<file path="config.mk">
export PLATFORM = sky130hd
export DESIGN_NAME = pc_redirect_arb
export DESIGN_NICKNAME = d
export VERILOG_FILES = /design/src/rtl/pc_redirect_arb_pkg.sv /design/src/rtl/pc_redirect_arb_prio_pick.sv /design/src/rtl/pc_redirect_arb.sv
export SDC_FILE = /design/constraint.sdc
export NUM_CORES = 1
export LEC_CHECK = 0
export BUFFER_PORTS_ARGS = -buffer_cell sky130_fd_sc_hd__buf_4
export CORE_MARGIN = 10
export CORE_UTILIZATION = 45
export CTS_CLUSTER_SIZE = 12
export DETAILED_ROUTE_END_ITERATION = 12
export PLACE_DENSITY = 0.8
export SYNTH_ARGS = -nofsm -noshare
export SYNTH_HDL_FRONTEND = slang
export SYNTH_SLANG_ARGS = --single-unit
</file>
<file path="constraint.sdc">
create_clock -name clk -period 2.8 [get_ports clk]
set_input_delay 0.14 -clock clk [delete_from_list [all_inputs] [get_ports clk]]
set_output_delay 0.14 -clock clk [all_outputs]
set_load 0.01 [all_outputs]
</file>
<file path="src/rtl/pc_redirect_arb_pkg.sv">
// pcr_pkg: shared types and default widths for the PC redirect arbiter.
// Revision: 1.0
`default_nettype none

package pcr_pkg;

    localparam int PCR_NREQ = 3;
    localparam int PCR_PCW  = 32;
    localparam int PCR_IDXW = 3;
    localparam int PCR_SRCW = (PCR_NREQ > 1) ? $clog2(PCR_NREQ) : 1;

    typedef enum logic [1:0] {
        IDLE  = 2'd0,
        FLUSH = 2'd1,
        ISSUE = 2'd2
    } pcr_state_e;

    // 'type' is a reserved word, so the type bit is carried as rtype.
    typedef struct packed {
        logic                rtype;
        logic [PCR_IDXW-1:0] idx;
        logic [PCR_PCW-1:0]  pc;
    } pcr_payload_t;

endpackage : pcr_pkg

`default_nettype wire

</file>
<file path="src/rtl/pc_redirect_arb_prio_pick.sv">
// pcr_prio_pick: combinational picker, first eligible source scanning upward
// from i_ptr (wrapping). A zero pointer gives plain fixed priority. Revision: 1.0
`default_nettype none

module pcr_prio_pick #(
    parameter int NREQ = 3,
    parameter int SRCW = 2
) (
    input  logic [NREQ-1:0] i_req,
    input  logic [NREQ-1:0] i_mask,
    input  logic [SRCW-1:0] i_ptr,
    output logic [NREQ-1:0] o_grant,
    output logic [SRCW-1:0] o_idx,
    output logic            o_any
);

    logic [NREQ-1:0] w_elig;

    always_comb begin
        int j;
        j       = 0;
        w_elig  = i_req & i_mask;
        o_grant = '0;
        o_idx   = '0;
        o_any   = 1'b0;
        for (int k = 0; k < NREQ; k++) begin
            j = int'(i_ptr) + k;
            if (j >= NREQ) j = j - NREQ;
            if (!o_any && w_elig[j]) begin
                o_grant[j] = 1'b1;
                o_idx      = SRCW'(j);
                o_any      = 1'b1;
            end
        end
    end

endmodule : pcr_prio_pick

`default_nettype wire

</file>
<file path="src/rtl/pc_redirect_arb.sv">
// pc_redirect_arb: arbitrates PC corrections, flushes fetch, issues one redirect.
// Build macro PCR_RR_EN: round-robin IDLE grant, no FLUSH preemption. Revision: 1.0
`default_nettype none

module pc_redirect_arb
    import pcr_pkg::*;
#(
    parameter int NREQ         = PCR_NREQ,
    parameter int PCW          = PCR_PCW,
    parameter int IDXW         = PCR_IDXW,
    parameter int FLUSH_CYCLES = 2,
    localparam int SRCW        = (NREQ > 1) ? $clog2(NREQ) : 1
) (
    input  logic                 clk,
    input  logic                 rst,
    input  logic [NREQ-1:0]      i_req_valid,
    output logic [NREQ-1:0]      o_req_ready,
    input  logic [NREQ-1:0]      i_req_type,
    input  logic [NREQ*IDXW-1:0] i_req_idx,
    input  logic [NREQ*PCW-1:0]  i_req_pc,
    output logic                 o_flush,
    output logic                 o_redir_valid,
    input  logic                 i_redir_ready,
    output logic                 o_redir_type,
    output logic [IDXW-1:0]      o_redir_idx,
    output logic [PCW-1:0]       o_redir_pc,
    output logic [SRCW-1:0]      o_redir_src,
    output logic                 o_busy
);

    localparam int            CNTW     = (FLUSH_CYCLES > 1) ? $clog2(FLUSH_CYCLES) : 1;
    localparam logic [CNTW-1:0] c_CNT_RELOAD = CNTW'(FLUSH_CYCLES - 1);

    pcr_state_e       r_state;
    logic [CNTW-1:0]  r_cnt;
    logic             r_flush;
    logic             r_valid;
    logic             r_busy;
    logic             r_type;
    logic [IDXW-1:0]  r_idx;
    logic [PCW-1:0]   r_pc;
    logic [SRCW-1:0]  r_src;

    logic [NREQ-1:0]  w_mask;
    logic [SRCW-1:0]  w_ptr;
    logic [NREQ-1:0]  w_grant;
    logic [SRCW-1:0]  w_gidx;
    logic             w_any;

`ifdef PCR_RR_EN
    logic [SRCW-1:0]  r_ptr;
    assign w_ptr = r_ptr;
`else
    assign w_ptr = '0;
`endif

    always_comb begin
        w_mask = '0;
        if (r_state == IDLE) begin
            w_mask = '1;
        end
`ifndef PCR_RR_EN
        else if (r_state == FLUSH) begin
            // Only strictly higher-priority sources may preempt a flush.
            for (int i = 0; i < NREQ; i++) begin
                w_mask[i] = (SRCW'(i) < r_src);
            end
        end
`endif
    end

    pcr_prio_pick #(
        .NREQ (NREQ),
        .SRCW (SRCW)
    ) u_pick (
        .i_req   (i_req_valid),
        .i_mask  (w_mask),
        .i_ptr   (w_ptr),
        .o_grant (w_grant),
        .o_idx   (w_gidx),
        .o_any   (w_any)
    );

    assign o_req_ready = w_grant;

    always_ff @(posedge clk or negedge rst) begin
        if (!rst) begin
            r_state <= IDLE;
            r_cnt   <= '0;
            r_flush <= 1'b0;
            r_valid <= 1'b0;
            r_busy  <= 1'b0;
            r_type  <= 1'b0;
            r_idx   <= '0;
            r_pc    <= '0;
            r_src   <= '0;
`ifdef PCR_RR_EN
            r_ptr   <= '0;
`endif
        end else begin
            // Any grant (IDLE accept or FLUSH preemption) captures a fresh payload.
            if (w_any) begin
                r_type <= i_req_type[w_gidx];
                r_idx  <= i_req_idx[w_gidx*IDXW +: IDXW];
                r_pc   <= i_req_pc[w_gidx*PCW +: PCW];
                r_src  <= w_gidx;
                r_cnt  <= c_CNT_RELOAD;
            end
            case (r_state)
                IDLE: begin
                    if (w_any) begin
                        r_state <= FLUSH;
                        r_flush <= 1'b1;
                        r_busy  <= 1'b1;
`ifdef PCR_RR_EN
                        r_ptr   <= (w_gidx == SRCW'(NREQ - 1)) ? '0 : w_gidx + 1'b1;
`endif
                    end
                end
                FLUSH: begin
                    if (!w_any) begin
                        if (r_cnt == '0) begin
                            r_state <= ISSUE;
                            r_flush <= 1'b0;
                            r_valid <= 1'b1;
                        end else begin
                            r_cnt <= r_cnt - 1'b1;
                        end
                    end
                end
                ISSUE: begin
                    if (i_redir_ready) begin
                        r_state <= IDLE;
                        r_valid <= 1'b0;
                        r_busy  <= 1'b0;
                    end
                end
                default: begin
                    r_state <= IDLE;
                    r_flush <= 1'b0;
                    r_valid <= 1'b0;
                    r_busy  <= 1'b0;
                end
            endcase
        end
    end

    assign o_flush       = r_flush;
    assign o_redir_valid = r_valid;
    assign o_busy        = r_busy;
    assign o_redir_type  = r_type;
    assign o_redir_idx   = r_idx;
    assign o_redir_pc    = r_pc;
    assign o_redir_src   = r_src;

endmodule : pc_redirect_arb

`default_nettype wire

</file>
==> results.json <==
{
  "status": "complete, no violations",
  "wirelength_um": 7910,
  "numClockSinks": 44,
  "layout_common_cells": "buf_4, mux2i_1, dfrtp_1",
  "gp_congestion": 0.728,
  "dp_cells": 422,
  "power.density_nw_per_um2": 1010,
  "rows": 27,
  "ys_types": 24,
  "cts_buffers": 5,
  "overflow": 0,
  "via_per_inst": 5.00,
  "syn_area_per_cell_um2": 12.4,
  "final-hold-violation-count": 0,
  "multi_input_area_um2": 1290,
  "htree_levels": 2,
  "finalNonFillerCells": 431,
  "synth_seq_area_share_pct": 44.1,
  "peakVddDrop_v": 0.000469,
  "p_leak_nw": 2.10,
  "synth_edf_count": 0,
  "fin_ws_ns": 0.322,
  "cts_tree": "built",
  "crit_start": "r_state[0]$_DFFE_PN0P_",
  "layout.nets": 472,
  "dr.pass1.iters": 4,
  "clkTransAtPathRegs_ns": 0.09,
  "wl_per_cell_um": 18.3,
  "cts_resized": 0,
  "netlist_instances": 201,
  "grt_max_degree": 45,
  "synth_area_um2": 2490,
  "die_area_um2": 8920,
  "area_growth_pct": 54.7,
  "fmax_mhz": 404,
  "setup_viol": 0,
  "fp.dieW_um": 94.5,
  "worstHoldPathType": "in -> reg",
  "layout-drive-gt1-share_pct": 49.3,
  "first_global_vias": 2450,
  "drc": 0,
  "worst_skew_pair.late_latency_ns": 0.30,
  "hold-worst-slack_ns": 0.111,
  "clockRootBuffer": "clkbuf_8",
  "grt_use_total_pct": 17.6,
  "holdCritStartpoint": "i_req_pc[67]",
  "period_needed_ns": 2.48,
  "postCtsSetupRepairBufs": 0,
  "antenna_found_initial": 0,
  "grt_pass1_wl_um": 12400,
  "path_max_fanout": 15,
  "crit_path_end_kind": "output pin",
  "final_common_cell": "buf_4",
  "dr.first_iter.drc_count": 70,
  "critPathKind": "reg -> out",
  "finalMaxSlewViolations": 0,
  "preCtsSetupSlack_ns": 0.544,
  "slew_headroom_pct": 30.9,
  "drtAntennaViolNets": 0,
  "tns_ns": 0,
  "hpwl_um": 6330,
  "io_pins": 158,
  "port_buffers": 157,
  "tightest_slew_ns": 1.04,
  "regArea_um2": 1100,
  "initial_utilization_pct": 45.9,
  "ys_ff_latch": 44,
  "worst-endpoint-arrival_ns": 2.34,
  "die_y_um": 94.5,
  "postCtsHoldBufs": 1,
  "final_core_util_pct": 71.0,
  "startpoint_type": "flop",
  "period_share_pct": 88.5,
  "worst-endpoint-required_ns": 2.66,
  "grt_setup_unrepaired": "no",
  "fin_skew_ns": 0.0103,
  "core_um2": 5440,
  "fillCellCount": 408,
  "synthFlopType": "dfrtp_1",
  "via_count": 2155,
  "maxCapViolations": 0,
  "synthArstFlopShare_pct": 100,
  "ys_warn_count": 0,
  "antenna_cells": 0,
  "r2r_start": "r_state[0]$_DFFE_PN0P_",
  "syn_nets": 315,
  "clock_path_buffers": 2
}
logic make-up (layout without fill, tap and decap cells):
family | count (synthesis) | after routing | share of synthesized area (%)
flops | 44 | 44 | 44.1
buf+inv | 19 | 177 | 5.16
compound gates | 11 | 11 | 3.11
mux | 108 | 108 | 43.3
simple gates | 19 | 19 | 4.26
worst paths after layout:
path | endpoint | slack [ns] | cells past startpoint
worst max register to register | o_redir_pc[3]$_DFFE_PN0P_ | 0.56 | 5
worst max-delay path | o_req_ready[1] | 0.32 | 5
worst min register to register | r_cnt$_DFF_PN0_ | 0.51 | 2
min in group asynchronous | o_redir_pc[3]$_DFFE_PN0P_ | 0.36 | 2
max in group asynchronous | o_redir_pc[11]$_DFFE_PN0P_ | 2.04 | 2
worst min-delay path | o_redir_pc[3]$_DFFE_PN0P_ | 0.11 | 3
synth_stat cells (2+ instances only):
cell / n / area (µm²)
o21ai_0: 2 / 10.0
buf_6: 6 / 67.6
nor2_1: 6 / 22.5
dfrtp_1: 44 / 1100
nand2_1: 5 / 18.8
inv_1: 3 / 11.3
a21oi_1: 3 / 15.0
mux2i_1: 108 / 1080
nand2b_1: 3 / 18.8
buf_2: 7 / 35.0
routing by layer:
metal	track usage (%)	vias up	part of all wire (%)
li1	-	1038	-
met1	18.7	1016	36
met2	29.3	92	51
met3	9.28	9	11
met4	5.99	0	1.8
met5	0	-	0
registers in the layout, indices dropped and copies added (netlist names):
signal and count:
r_cnt 1, o_redir_type 1, o_redir_pc 32, o_busy 1, o_flush 1, o_redir_valid 1
o_redir_idx 3, o_redir_src 2, r_state 2
area by class of cell:
| class | instances | share of cell area [%] |
|---|---|---|
| multi-input cells | 138 | 33.4 |
| well taps | 72 | 2.33 |
| clock buffers | 5 | 1.78 |
| clock inverters | 3 | 1.20 |
| repair buffers | 164 | 32.3 |
| flip-flops and latches | 44 | 28.5 |
| inverters | 5 | 0.486 |
critical path, stage by stage (launching register included):
cell and delay (ns):
dfrtp_1 0.51, nor2b_4 0.19, or4_2 0.79, buf_4 0.33
inv_2 0.09, buf_4 0.12
per-stage QoR:
| step | instance area, µm² | total power (W) |
|---|---|---|
| after floorplan | 2490 | 0.00249 |
| after global routing | 3860 | 0.00417 |
| final | 3860 | 0.00388 |
| after CTS | 3860 | 0.00394 |
| after detailed placement | 3730 | 0.00342 |
| after global placement | 3730 | 0.00336 |
report_power, final:
group          total (W)  switching [W]  internal, W
logic            0.00218        0.00102      0.00116
registers        0.00119       0.000224     0.000970
clock network   0.000504       0.000235     0.000269
(Power assumes the default switching activity.)
